--- config.mk ---
export PLATFORM = sky130hd
export DESIGN_NAME = seq_div8by4
export DESIGN_NICKNAME = d
export VERILOG_FILES = /design/src/rtl/seq_div8by4.sv
export SDC_FILE = /design/constraint.sdc
export NUM_CORES = 1
export LEC_CHECK = 0
export ABC_AREA = 1
export CAP_MARGIN = 30
export CELL_PAD_IN_SITES_DETAIL_PLACEMENT = 2
export CELL_PAD_IN_SITES_GLOBAL_PLACEMENT = 2
export CORE_AREA = 2 2 71 73
export CTS_CLUSTER_SIZE = 30
export DETAILED_ROUTE_END_ITERATION = 7
export DIE_AREA = 0 0 73 75
export DONT_BUFFER_PORTS = 1
export PLACE_DENSITY_LB_ADDON = 0.1
export SLEW_MARGIN = 20
export SYNTH_ARGS = -nofsm -noshare
export SYNTH_HDL_FRONTEND = slang
export SYNTH_SLANG_ARGS = --single-unit
--- constraint.sdc ---
create_clock -name clk -period 1.8 [get_ports clk]
set_input_delay 0.36 -clock clk [delete_from_list [all_inputs] [get_ports clk]]
set_output_delay 0.36 -clock clk [all_outputs]
set_load 0.03 [all_outputs]
--- src/rtl/seq_div8by4.sv ---
// Sequential 8/4 unsigned restoring divider, one quotient bit per clock, start/busy/done handshake.
// Optional DIV_SELFCHECK_EN adds chk_err, a q*b+r==a / r<b consistency flag on each result.
//
// state  | meaning
// -------+------------------------------------------------------------
// S_IDLE | waiting for start
// S_RUN  | iterating, one quotient bit per cycle (busy=1)
// S_DONE | one-cycle result strobe (done=1), may accept a new start
module seq_div8by4 (
  input  logic       clk,
  input  logic       rst,
  input  logic       start,
  input  logic [7:0] a,
  input  logic [3:0] b,
  output logic       busy,
  output logic       done,
  output logic [7:0] q,
  output logic [3:0] r,
`ifdef DIV_SELFCHECK_EN
  output logic       dz,
  output logic       chk_err
`else
  output logic       dz
`endif
);

  typedef enum logic [1:0] {
    S_IDLE = 2'd0,
    S_RUN  = 2'd1,
    S_DONE = 2'd2
  } state_t;

  state_t     state_q, state_d;
  logic [4:0] rem_q, rem_d;
  logic [7:0] qsr_q, qsr_d;
  logic [2:0] cnt_q, cnt_d;
  logic [3:0] b_q, b_d;
  logic [7:0] q_q, q_d;
  logic [3:0] r_q, r_d;
  logic       dz_q, dz_d;

  logic [4:0] rem_sh;
  logic       fits;
  logic [4:0] rem_nx;
  logic [7:0] qsr_nx;

`ifdef DIV_SELFCHECK_EN
  logic [7:0]  a_q, a_d;
  logic        chk_q, chk_d;
  logic [11:0] chk_sum;
  logic        chk_bad;
`endif

  // One restoring step: shift in the next dividend bit, subtract when it fits.
  always_comb begin
    rem_sh = {rem_q[3:0], qsr_q[7]};
    fits   = (rem_sh >= {1'b0, b_q});
    rem_nx = fits ? (rem_sh - {1'b0, b_q}) : rem_sh;
    qsr_nx = {qsr_q[6:0], fits};
  end

`ifdef DIV_SELFCHECK_EN
  always_comb begin
    chk_sum = ({4'b0000, qsr_nx} * {8'b0000_0000, b_q}) + {8'b0000_0000, rem_nx[3:0]};
    chk_bad = (chk_sum != {4'b0000, a_q}) || (rem_nx[3:0] >= b_q);
  end
`endif

  always_comb begin
    state_d = state_q;
    rem_d   = rem_q;
    qsr_d   = qsr_q;
    cnt_d   = cnt_q;
    b_d     = b_q;
    q_d     = q_q;
    r_d     = r_q;
    dz_d    = dz_q;
`ifdef DIV_SELFCHECK_EN
    a_d     = a_q;
    chk_d   = 1'b0;
`endif

    case (state_q)
      S_IDLE, S_DONE: begin
        state_d = S_IDLE;
        if (start) begin
          b_d = b;
`ifdef DIV_SELFCHECK_EN
          a_d = a;
`endif
          if (b != 4'd0) begin
            state_d = S_RUN;
            rem_d   = 5'd0;
            qsr_d   = a;
            cnt_d   = 3'd7;
          end else begin
            state_d = S_DONE;
            q_d     = 8'hFF;
            r_d     = 4'hF;
            dz_d    = 1'b1;
          end
        end
      end

      S_RUN: begin
        rem_d = rem_nx;
        qsr_d = qsr_nx;
        cnt_d = cnt_q - 3'd1;
        if (cnt_q == 3'd0) begin
          state_d = S_DONE;
          q_d     = qsr_nx;
          r_d     = rem_nx[3:0];
          dz_d    = 1'b0;
`ifdef DIV_SELFCHECK_EN
          chk_d   = chk_bad;
`endif
        end
      end

      default: state_d = S_IDLE;
    endcase
  end

  always_ff @(posedge clk or posedge rst) begin
    if (rst) begin
      state_q <= S_IDLE;
      rem_q   <= 5'd0;
      qsr_q   <= 8'd0;
      cnt_q   <= 3'd0;
      b_q     <= 4'd0;
      q_q     <= 8'd0;
      r_q     <= 4'd0;
      dz_q    <= 1'b0;
    end else begin
      state_q <= state_d;
      rem_q   <= rem_d;
      qsr_q   <= qsr_d;
      cnt_q   <= cnt_d;
      b_q     <= b_d;
      q_q     <= q_d;
      r_q     <= r_d;
      dz_q    <= dz_d;
    end
  end

`ifdef DIV_SELFCHECK_EN
  always_ff @(posedge clk or posedge rst) begin
    if (rst) begin
      a_q   <= 8'd0;
      chk_q <= 1'b0;
    end else begin
      a_q   <= a_d;
      chk_q <= chk_d;
    end
  end

  assign chk_err = chk_q;
`endif

  // busy/done decode straight from the state flops, so no input reaches an output combinationally.
  assign busy = (state_q == S_RUN);
  assign done = (state_q == S_DONE);
  assign q    = q_q;
  assign r    = r_q;
  assign dz   = dz_q;

endmodule

# Word-level counts from Yosys, hierarchy flattened
# Cells that the tools add are included.
# Widths: inputs -> output; s select.
op_classes:
  addsub: 2
  magnitude_cmp: 1
  eq_ne: 6
  n_mux: 26
  reduce_logical: 8
op_table:
  columns: ["operator", "n"]
  rows:
  - ["$mux 8", 5]
  - ["$pmux 8 s2", 2]
  - ["$mux 4", 6]
  - ["$pmux 4 s2", 2]
  - ["$mux 2", 3]
  - ["$mux 3", 2]
  - ["$ne 2x2->1 const B", 3]
  - ["$pmux 3 s2", 1]
  - ["$ge 5x4->1", 1]
  - ["$pmux 2 s2", 1]
  - ["$reduce_and 4->1", 1]
  - ["$reduce_bool 4->1", 1]
  - ["$sub 4x4->4", 1]
  - ["$logic_not 3->1", 1]
  - ["$mux 1", 3]
  - ["$reduce_and 3->1", 1]
  - ["$sub 3x1->3 const B", 1]
  - ["$eq 2x1->1 const B", 1]
  - ["$eq 2x2->1 const B", 1]
  - ["$logic_not 2->1", 1]
  - ["$ne 2x1->1 const B", 1]
  - ["$pmux 1 s2", 1]
  - ["$reduce_and 2->1", 1]
  - ["$reduce_bool 2->1", 1]
  - ["$reduce_or 2->1", 1]
totals:
  reg_bits: 34
  inputBits: 15
  out_inout_bits: 15
  elab_cells: 51

# Depth between registers and ports, before layout
logic_depth:
  depth_word: 4
  mapped_depth: 12
  mapped_depth_nobuf: 12

# Least setup slack after synthesis
# Ideal clock, no wire load.
synth_timing:
  path_type: "reg2reg"
  from: "register qsr_q[7]"
  to: "register r_q[2] (netlist: r[2])"
  setup_time_ps: 117
  t_arrival_ps: 1433
  t_required_ps: 1683
  setup_slack_ps: 250
  path_stages_with_launch: 10
  n_path_buf: 0
  synth_period_minus_slack_ps: 1550
  cell_sequence: "dfrtp_1 > inv_1 > ha_1 > inv_1 > fa_1 > xor2_1 > nor2_1 > nand2_1 > nand3_1 > nand2_1"
synth_via:
  elab_chain_len: 4
  elab_cells_between_ends: 5
  cone_classes: "add/sub: 1; order compare: 1; mux: 3"
synth_rtl:
  columns: ["element", "line_no", "rtl"]
  rows:
  - ["start: declaration", "35", "logic [7:0] qsr_q, qsr_d;"]
  - ["start signal: assignment", "137", "qsr_q <= qsr_d;"]
  - ["$sub 4x4->4 / $ge 5x4->1 (equally long branches)", "58, 57", null]
  - ["$mux 4 (*)", "58", "rem_nx = fits ? (rem_sh - {1'b0, b_q}) : rem_sh;"]
  - ["$mux 4 (*)", "109", "if (cnt_q == 3'd0) begin"]
  - ["$pmux 4 s2 (*)", "83", "case (state_q)"]
  - ["end signal: assignment", "141", "r_q <= r_d;"]
  - ["end: declaration", "39", "logic [3:0] r_q, r_d;"]
# Mark *: on every way between the ends. The rest lies on a longest branch, timed or not. The select of a mux whose other input is x is not followed.
# A chain may end at the register's enable or synchronous reset.

# Final worst setup path
# Same ends and word-level chain as after synthesis.

==> summary.txt <==
Run status
  • Outcome: finished, final reports clean

Worst setup path
  • Worst Path Required: 1.98 ns
  • Crit. End Element: flop
  • Crit path kind: flop to flop
  • Max FO, Critical Path: 3
  • CP Data Arrival Time: 1.87 ns
  • Crit path launch type: flop

Global routing
  • First-pass GRT wire length: 7.16 mm
  • Initial antenna violation count: 0
  • Busiest grt layer: met2
  • Vias in the first global route: 1539
  • Met3 Use GR: 3.75%
  • Largest net degree at the start of global routing: 35
  • Total Routing Usage GR: 17.4%
  • Met1 Usage GRT: 19.6%
  • GR Overflow Total: 0
  • Global-route track usage on met2: 31.4%

Clocking
  • Clock Sinks: 34
  • CTS clk-pin slew, worst paths: 0.07 ns
  • Clk buf depth: 2
  • Hold_buf cts: 0
  • H-Tree Level Count: 2
  • CTS tree: yes
  • Num CTS Buffers: 5
  • Clk_lat worst skew: 0.29 ns
  • Root buf cell: clkbuf_8

Power
  • Max VDD drop: 0.000778 V
  • Sw Ratio: 47.6%
  • Gate power share: 48.7%
  • Pwr Total: 4.53 mW
  • Psw: 2.15 mW
  • Pint: 2.37 mW
  • PwrDens: 2350 nW/um^2
  • Leakage Power: 0.956 nW
  • Sequential Power Share: 36.6%
  • Clock share of power: 14.7%

STA
  • Final hold violations: 0
  • Fin crit period: 1.69 ns
  • # setup viols final: 0
  • Setup ws final: 0.112 ns
  • Worst Tran Pin Value: 0.442 ns
  • Final period util: 93.8%
  • Slew headroom: 70.5%
  • Hold WS: 0.0595 ns
  • Fin. max-slew vios: 0
  • Highest Clock Rate: 0.592 GHz
  • Skew final: 0.00742 ns

Detailed routing
  • WL final: 4.27 mm
  • DR WL/cell: 16.4 um
  • # DRC: 0
  • DRT Pass-1 Iters: 2
  • Via density per instance: 5.15
  • Via count: 1344
  • Iter 0 DRT Violations: 38
  • Routed Antenna Nets: 0

Final layout
  • Syn-to-layout area delta: 13.1%
  • Antenna Cells: 0
  • Fill count: 538
  • Layout cells sized above 1: 15.5%
  • Commonest cells after routing, fill and taps aside: 42 x nand2_1, 34 x dfrtp_1, 28 x inv_1, 16 x nor2_1, 14 x nand3_1
  • Post-route cell area: 1920 um^2
  • Final net count: 228
  • Most common cell after layout, fill and taps aside: nand2_1

Synth
  • Syn avg cell area: 8.64 um^2
  • Syn Nets: 219
  • Synth Cell Area: 1700 um^2
  • Cell variety after synth: 25
  • Post-synthesis sequential area ratio: 50.0%
  • Post-synthesis register bit count: 34
  • Synth Instances: 197
  • Synth Warn #: 0

Floorplanning
  • Row cnt: 25
  • Die width: 73 um
  • Starting density of the core: 36.5%
  • Die Area: 5480 um^2
  • Chip height: 75 um
  • Placeable Area: 4660 um^2
  • Num ports: 30

Placed design
  • Hpwl dp: 3.19 mm
  • Placed inst area: 1780 um^2
  • RePlAce Congestion: 0.831
  • Post-Place Worst Slack: -0.0283 ns
  • I/O Buffers: 0

Flow run
  • Max-capacitance violation count: 0

Hold path
  • HP Class: primary input to async pin
sequential cells by signal, indices dropped and copies added, names as in the netlist:
name / flops
b_q: 4
state_q: 2
dz: 1
r: 4
qsr_q: 8
rem_q: 4
cnt_q: 3
q: 8
synthesized netlist by cell type:
cell,instances,area share [%]
a21oi_1,4,1.2
a21oi_2,1,0.51
a31oi_1,7,2.6
buf_2,3,0.88
buf_4,3,1.3
buf_6,1,0.66
dfrtp_1,34,50
fa_1,1,1.2
ha_1,6,4.4
inv_1,29,6.4
inv_2,2,0.44
mux2_2,1,0.66
nand2_1,42,9.3
nand2_2,3,1.1
nand3_1,14,4.1
nand4_1,3,1.1
nor2_1,16,3.5
nor2_4,1,0.66
nor2_8,1,1.2
o211ai_1,7,3.1
o21ai_0,10,2.9
o21ai_1,4,1.2
or2_1,1,0.37
or2_2,2,0.74
xor2_1,1,0.51
power groups by stage:
stage	clock network [mW]	logic, mW	registers [mW]
global placement	0	2.02	1.65
CTS	0.683	2.19	1.66
global route	0.706	2.58	1.71
floorplan	0	1.63	1.59
finish	0.666	2.21	1.66
detailed placement	0	2.16	1.67
layout make-up:
type	count	area [um^2]	area share (%)
Sequential cell	34	851	44.2
Inverter	31	116	6.05
Timing Repair Buffer	9	71.3	3.71
Clock buffer	8	110	5.72
Multi-Input combinational cell	125	708	36.8
Tap cell	54	67.6	3.51
worst paths after layout:
check                              start        to  slack, ns  cells after the start
worst max-delay path            qsr_q[7]      r[2]       0.11                      9
worst min-delay path                 rst        dz       0.06                      2
worst max register to register  qsr_q[7]      r[2]       0.11                      9
worst min register to register  rem_q[3]  rem_q[3]       0.53                      2
max in group asynchronous            rst      r[0]       1.43                      2
min in group clk                    b[2]    b_q[2]       0.20                      2
cells by family (layout without fill, tap and decap cells):
| group | Yosys count | after routing | share of synthesized area (%) |
|---|---|---|---|
| and+or+nand+nor | 83 | 83 | 22.1 |
| buffers and inverters | 38 | 48 | 9.71 |
| DFF | 34 | 34 | 50.0 |
| AOI/OAI and AO/OA | 33 | 33 | 11.5 |
| adders and majority gates | 7 | 7 | 5.59 |
| xor gates and xnor gates | 1 | 1 | 0.515 |
| muxes | 1 | 1 | 0.662 |
per-stage QoR:
step | utilization (%) | TNS, ns | cells
floorplan | - | 0 | 197
global placement | 38.2 | 0 | 252
detailed placement | 38.2 | -0.0283 | 252
CTS | 40.6 | 0 | 260
global route | 41.3 | -0.00215 | 261
finish | 41.3 | 0 | 261
per-layer routing:
metal	wire length [um]	share of wire, %
met5	0	0
met3	145	3.4
met2	2290	54
met4	67	1.6
met1	1760	41
critical path, cell delays in order (launching register included):
cell,delay [ns]
dfrtp_1,0.39
inv_2,0.08
ha_2,0.18
inv_1,0.07
fa_2,0.34
xor2_1,0.16
nor2_1,0.11
nand2_1,0.10
nand3_1,0.10
nand2_1,0.05
what timing repair did:
action	CTS	global route
buffers inserted	0	1
setup endpoints to repair	1	9
gates resized for setup	2	4
(Power assumes the default switching activity.)
==> patch 1: new RTL, same settings <==
`qsr_q`, `b_q`, `q_q` and `r_q` no longer have a reset.
--- a/src/rtl/seq_div8by4.sv
+++ b/src/rtl/seq_div8by4.sv
@@ -125,22 +125,21 @@
     if (rst) begin
       state_q <= S_IDLE;
       rem_q   <= 5'd0;
-      qsr_q   <= 8'd0;
       cnt_q   <= 3'd0;
-      b_q     <= 4'd0;
-      q_q     <= 8'd0;
-      r_q     <= 4'd0;
       dz_q    <= 1'b0;
     end else begin
       state_q <= state_d;
       rem_q   <= rem_d;
-      qsr_q   <= qsr_d;
       cnt_q   <= cnt_d;
-      b_q     <= b_d;
-      q_q     <= q_d;
-      r_q     <= r_d;
       dz_q    <= dz_d;
     end
+  end
+
+  always_ff @(posedge clk) begin
+    qsr_q <= qsr_d;
+    b_q   <= b_d;
+    q_q   <= q_d;
+    r_q   <= r_d;
   end
 
 `ifdef DIV_SELFCHECK_EN
Formal check against the unedited RTL: not equivalent (Yosys sat finds a counterexample within 4 cycles, from zero or initial values and one cycle with rst high).
==> patch 1 against the original RTL <==
- synthesized cell count down 23%
- synthesized area down 9.6%
- clock skew down 2.6 ps
- total power down 5.9%
- cell count down 14%
- routed wire length down 13%
- non-clock buffer count up 5
- worst setup slack worse by 41 ps
- die area unchanged
- cell area down 0.72%
- sequential cell count unchanged
- hold slack better by 110 ps
- clock power up 28%
==> patch 1: results (changes against the original RTL) <==
net count after synthesis = 173 (-21%)
Fin Hold WS = 165 ps (+106 ps)
number of nets at the end of the flow = 191 (-16%)
count of flip-flops with a built-in enable after synthesis = 24 (+24)
sequential share of the synthesized area = 63.1% (+13 points)
multi-input combinational area share = 26.6% (-10 points)
Placed Cells incl. Taps = 208 (-17%)
r2r worst-path depth = 8 (-1)
compound-cell area share of the yosys netlist = 1.79% (-9.7 points)
final-layout fill cell count = 491 (-8.7%)
inverter count of the layout excluding clock inverters = 27 (-13%)
Commonest cells post-synth = nor2_1, inv_1, edfxtp_1
vias per cell = 4.84 (-5.9%)
worst-path fanout max = 2 (-1)
post-route cell area = 1910 µm² (-0.72%)
placed instance area = 1640 µm² (-8.1%)
Post-Syn Area per Cell = 10.2 µm² (+18%)
wire length of the first global-routing pass = 5910 µm (-17%)
fraction of synthesized cell area in xor and xnor cells = 0.569% (+0.054 points)
flip-flop and latch count = 34 (unchanged)
count of cell types in the netlist = 18 (-28%)
number of hold buffers added after cts = 1 (+1)
end of the critical path = r[2]
global-route total usage across every layer = 14.8% (-2.6 points)
pin count of the biggest net entering global routing = 24 (-31%)
post-cts sizing count = 3 (+1)
number of buffers inserted to repair setup after CTS = 2 (+2)
run status = finished clean
worst setup path startpoint = qsr_q[7]
area taken by flip-flops and latches = 972 µm² (+14%)
non-filler cells, final = 224 (-14%)
layout clock buffer count = 5 (-3)
final-layout non-clock buffer area share = 6.29% (+2.6 points)
class of the tightest hold or removal check = input pin to flip-flop
slowest library cell on the worst path = edfxtp_1
adder and majority gate portion of the synthesized area = 6.18% (+0.59 points)
RePlAce Congestion = 0.792 (-4.7%)
==> patch 1: cell count changes in the layout (fill, tap and decap cells not counted), sizes merged, moves of 3 or more <==
| cell | before | now |
|---|---|---|
| a31oi | 7 | 0 |
| buf | 9 | 13 |
| clkbuf | 8 | 5 |
| dfrtp | 34 | 10 |
| edfxtp | 0 | 24 |
| inv | 31 | 26 |
| nand2 | 45 | 24 |
| nand3 | 14 | 18 |
| nor2 | 18 | 29 |
| o211ai | 7 | 0 |
| o21ai | 14 | 1 |
==> patch 1: power by group <==
part / switching, mW / leakage, nW / internal (mW)
logic: 1.08 / 0.434 / 0.641
clock network: 0.300 / 0.0683 / 0.555
registers: 0.367 / 0.338 / 1.32
total: 1.74 / 0.841 / 2.52
==> patch 1: metal layers <==
layer | part of all wire (%) | GRT usage [%]
met1 | 43 | 18.5
met5 | 0 | 0
met4 | 0.99 | 5.56
met2 | 53 | 24.2
met3 | 3.2 | 4.42
==> patch 2: new RTL, same flow settings <==
Without the edit above. Register the inputs `start` and `b` before use, with the module's reset. The logic sees them one clock later. The other inputs are not delayed to match. Comments in the files are not updated.
--- a/src/rtl/seq_div8by4.sv
+++ b/src/rtl/seq_div8by4.sv
@@ -29,6 +29,19 @@
     S_RUN  = 2'd1,
     S_DONE = 2'd2
   } state_t;
+
+  logic start_q;
+  logic [3:0] b_r;
+
+  always_ff @(posedge clk or posedge rst) begin
+    if (rst) begin
+      start_q <= '0;
+      b_r     <= '0;
+    end else begin
+      start_q <= start;
+      b_r     <= b;
+    end
+  end
 
   state_t     state_q, state_d;
   logic [4:0] rem_q, rem_d;
@@ -83,12 +96,12 @@
     case (state_q)
       S_IDLE, S_DONE: begin
         state_d = S_IDLE;
-        if (start) begin
-          b_d = b;
+        if (start_q) begin
+          b_d = b_r;
 `ifdef DIV_SELFCHECK_EN
           a_d = a;
 `endif
-          if (b != 4'd0) begin
+          if (b_r != 4'd0) begin
             state_d = S_RUN;
             rem_d   = 5'd0;
             qsr_d   = a;
Function: changed (Yosys sat finds a counterexample within 4 cycles, from zero or initial values and one cycle with rst high).
==> patch 2 against the original RTL <==
- hold slack improved by 30 ps
- total power increased by 2.5%
- routed wire length increased by 7.4%
- cell area increased by 6.3%
- global-route usage increased by 1.5 points
- sequential cell count increased by 5
- critical endpoint unchanged
- synthesized area increased by 9.9%
- worst setup slack improved by 15 ps
==> patch 2: results (changes against the original RTL) <==
Placed Cells incl. Taps = 255 (+1.2%)
vias per cell = 5.21 (+1.2%)
top cells by area in the synthesized netlist = dfrtp_1, nand2_1, inv_1
vias in the first global route = 1515 (-1.6%)
half-perimeter wire length after detailed placement = 3370 µm (+5.6%)
class of the tightest hold or removal check = input pin to asynchronous set/reset pin
global-route total usage across every layer = 18.9% (+1.5 points)
Commonest cells post-synth = dfrtp_1, nand2_1, inv_1
drt pass-1 iters = 4 (+2)
number of nets at the end of the flow = 230 (+0.88%)
RePlAce Congestion = 0.888 (+6.9%)
Post-Syn Area per Cell = 9.26 µm² (+7.2%)
placed instance area = 1930 µm² (+8.3%)
leakage component of the power = 0.977 nW (+2.2%)
clock skew = 4.71 ps (-2.71 ps)
max-slew headroom at the worst pin = 66.0% (-4.5 points)
critical path data arrival time = 1910 ps (+40 ps)
pin count of the biggest net entering global routing = 40 (+14%)
wire length of the first global-routing pass = 7680 µm (+7.3%)
number of vias after detailed routing = 1370 (+1.9%)
average routed wire per standard cell = 17.4 µm (+6.6%)
worst-case vdd ir drop = 0.000967 V (+24%)
count of cell types in the netlist = 30 (+20%)
net count after synthesis = 224 (+2.3%)
detailed router's first-iteration violation count = 54 (+42%)
final-layout fill cell count = 513 (-4.6%)
sequential share of the synthesized area = 52.2% (+2.2 points)
run status = finished clean
fraction of layout cells with a size suffix above 1 = 18.2% (+2.7 points)
[patch 2: logic make-up (layout without fill, tap and decap cells)]
logic type                 count (synthesis)  in the layout  share of synthesized area, %
and+or+nand+nor                           86             86                          22.1
buffers and inverters                     36             43                          8.63
xor gates and xnor gates                   1              1                         0.468
adders and majority gates                  7              7                          5.08
AOI/OAI and AO/OA                         33             33                          11.5
DFF                                       39             39                          52.2
[patch 2: power breakdown]
part	switching (mW)	total [mW]	internal, mW
Sequential	0.519	1.78	1.27
Combinational	1.49	2.29	0.802
Clock	0.293	0.564	0.272
Total	2.30	4.64	2.34
[patch 2: worst paths after layout]
check	from	to	slack, ps	depth (start not counted)
max in group asynchronous	rst	q[0]	1360	2
hold reg to reg	cnt_q[2]	cnt_q[2]	500	2
min in group clk	start	start_q	90	0
setup reg to reg	qsr_q[7]	r[2]	130	9
hold / removal	rst	q[5]	90	2
setup / recovery	qsr_q[7]	r[2]	130	9
[patch 2: final cells by class]
class | instances | area [µm²] | share of cell area, %
clock buffer | 7 | 76.3 | 3.73
clock inverter | 1 | 5.00 | 0.245
inverter | 31 | 121 | 5.93
multi-input combinational | 127 | 769 | 37.6
sequential | 39 | 976 | 47.7
tap | 54 | 67.6 | 3.30
timing repair buffer | 4 | 30.0 | 1.47
[patch 2: critical path: stages (launching register included)]
cell and delay (ps):
dfrtp_1 390, inv_2 80, ha_2 190, inv_1 70
fa_1 380, xor2_1 220, nand2_1 100, nand3_1 80
nand2_1 50, inv_1 50
[patch 2: timing repair]
item / in CTS / in global routing
endpoints found under the hold margin: 0 / 0
setup endpoints to repair: 3 / 8
gates resized for setup: 1 / 8
pin swaps: 0 / 2
[patch 2: metrics by stage]
stage                     worst slack [ps]  hold WS [ps]
after global routing                 -4.33          73.7
after global placement                 147           391
after floorplan                        297           391
after CTS                             29.7          83.0
final                                  127          89.3
after detailed placement             -13.2           391
[patch 2: metal layers]
layer / global-route usage (%) / share of wire (%) / up-vias
li1: - / - / 661
met1: 24.1 / 42 / 678
met2: 31.4 / 52 / 25
met3: 5.22 / 4.5 / 6
met4: 6.17 / 1.3 / 0
met5: 0 / 0 / -
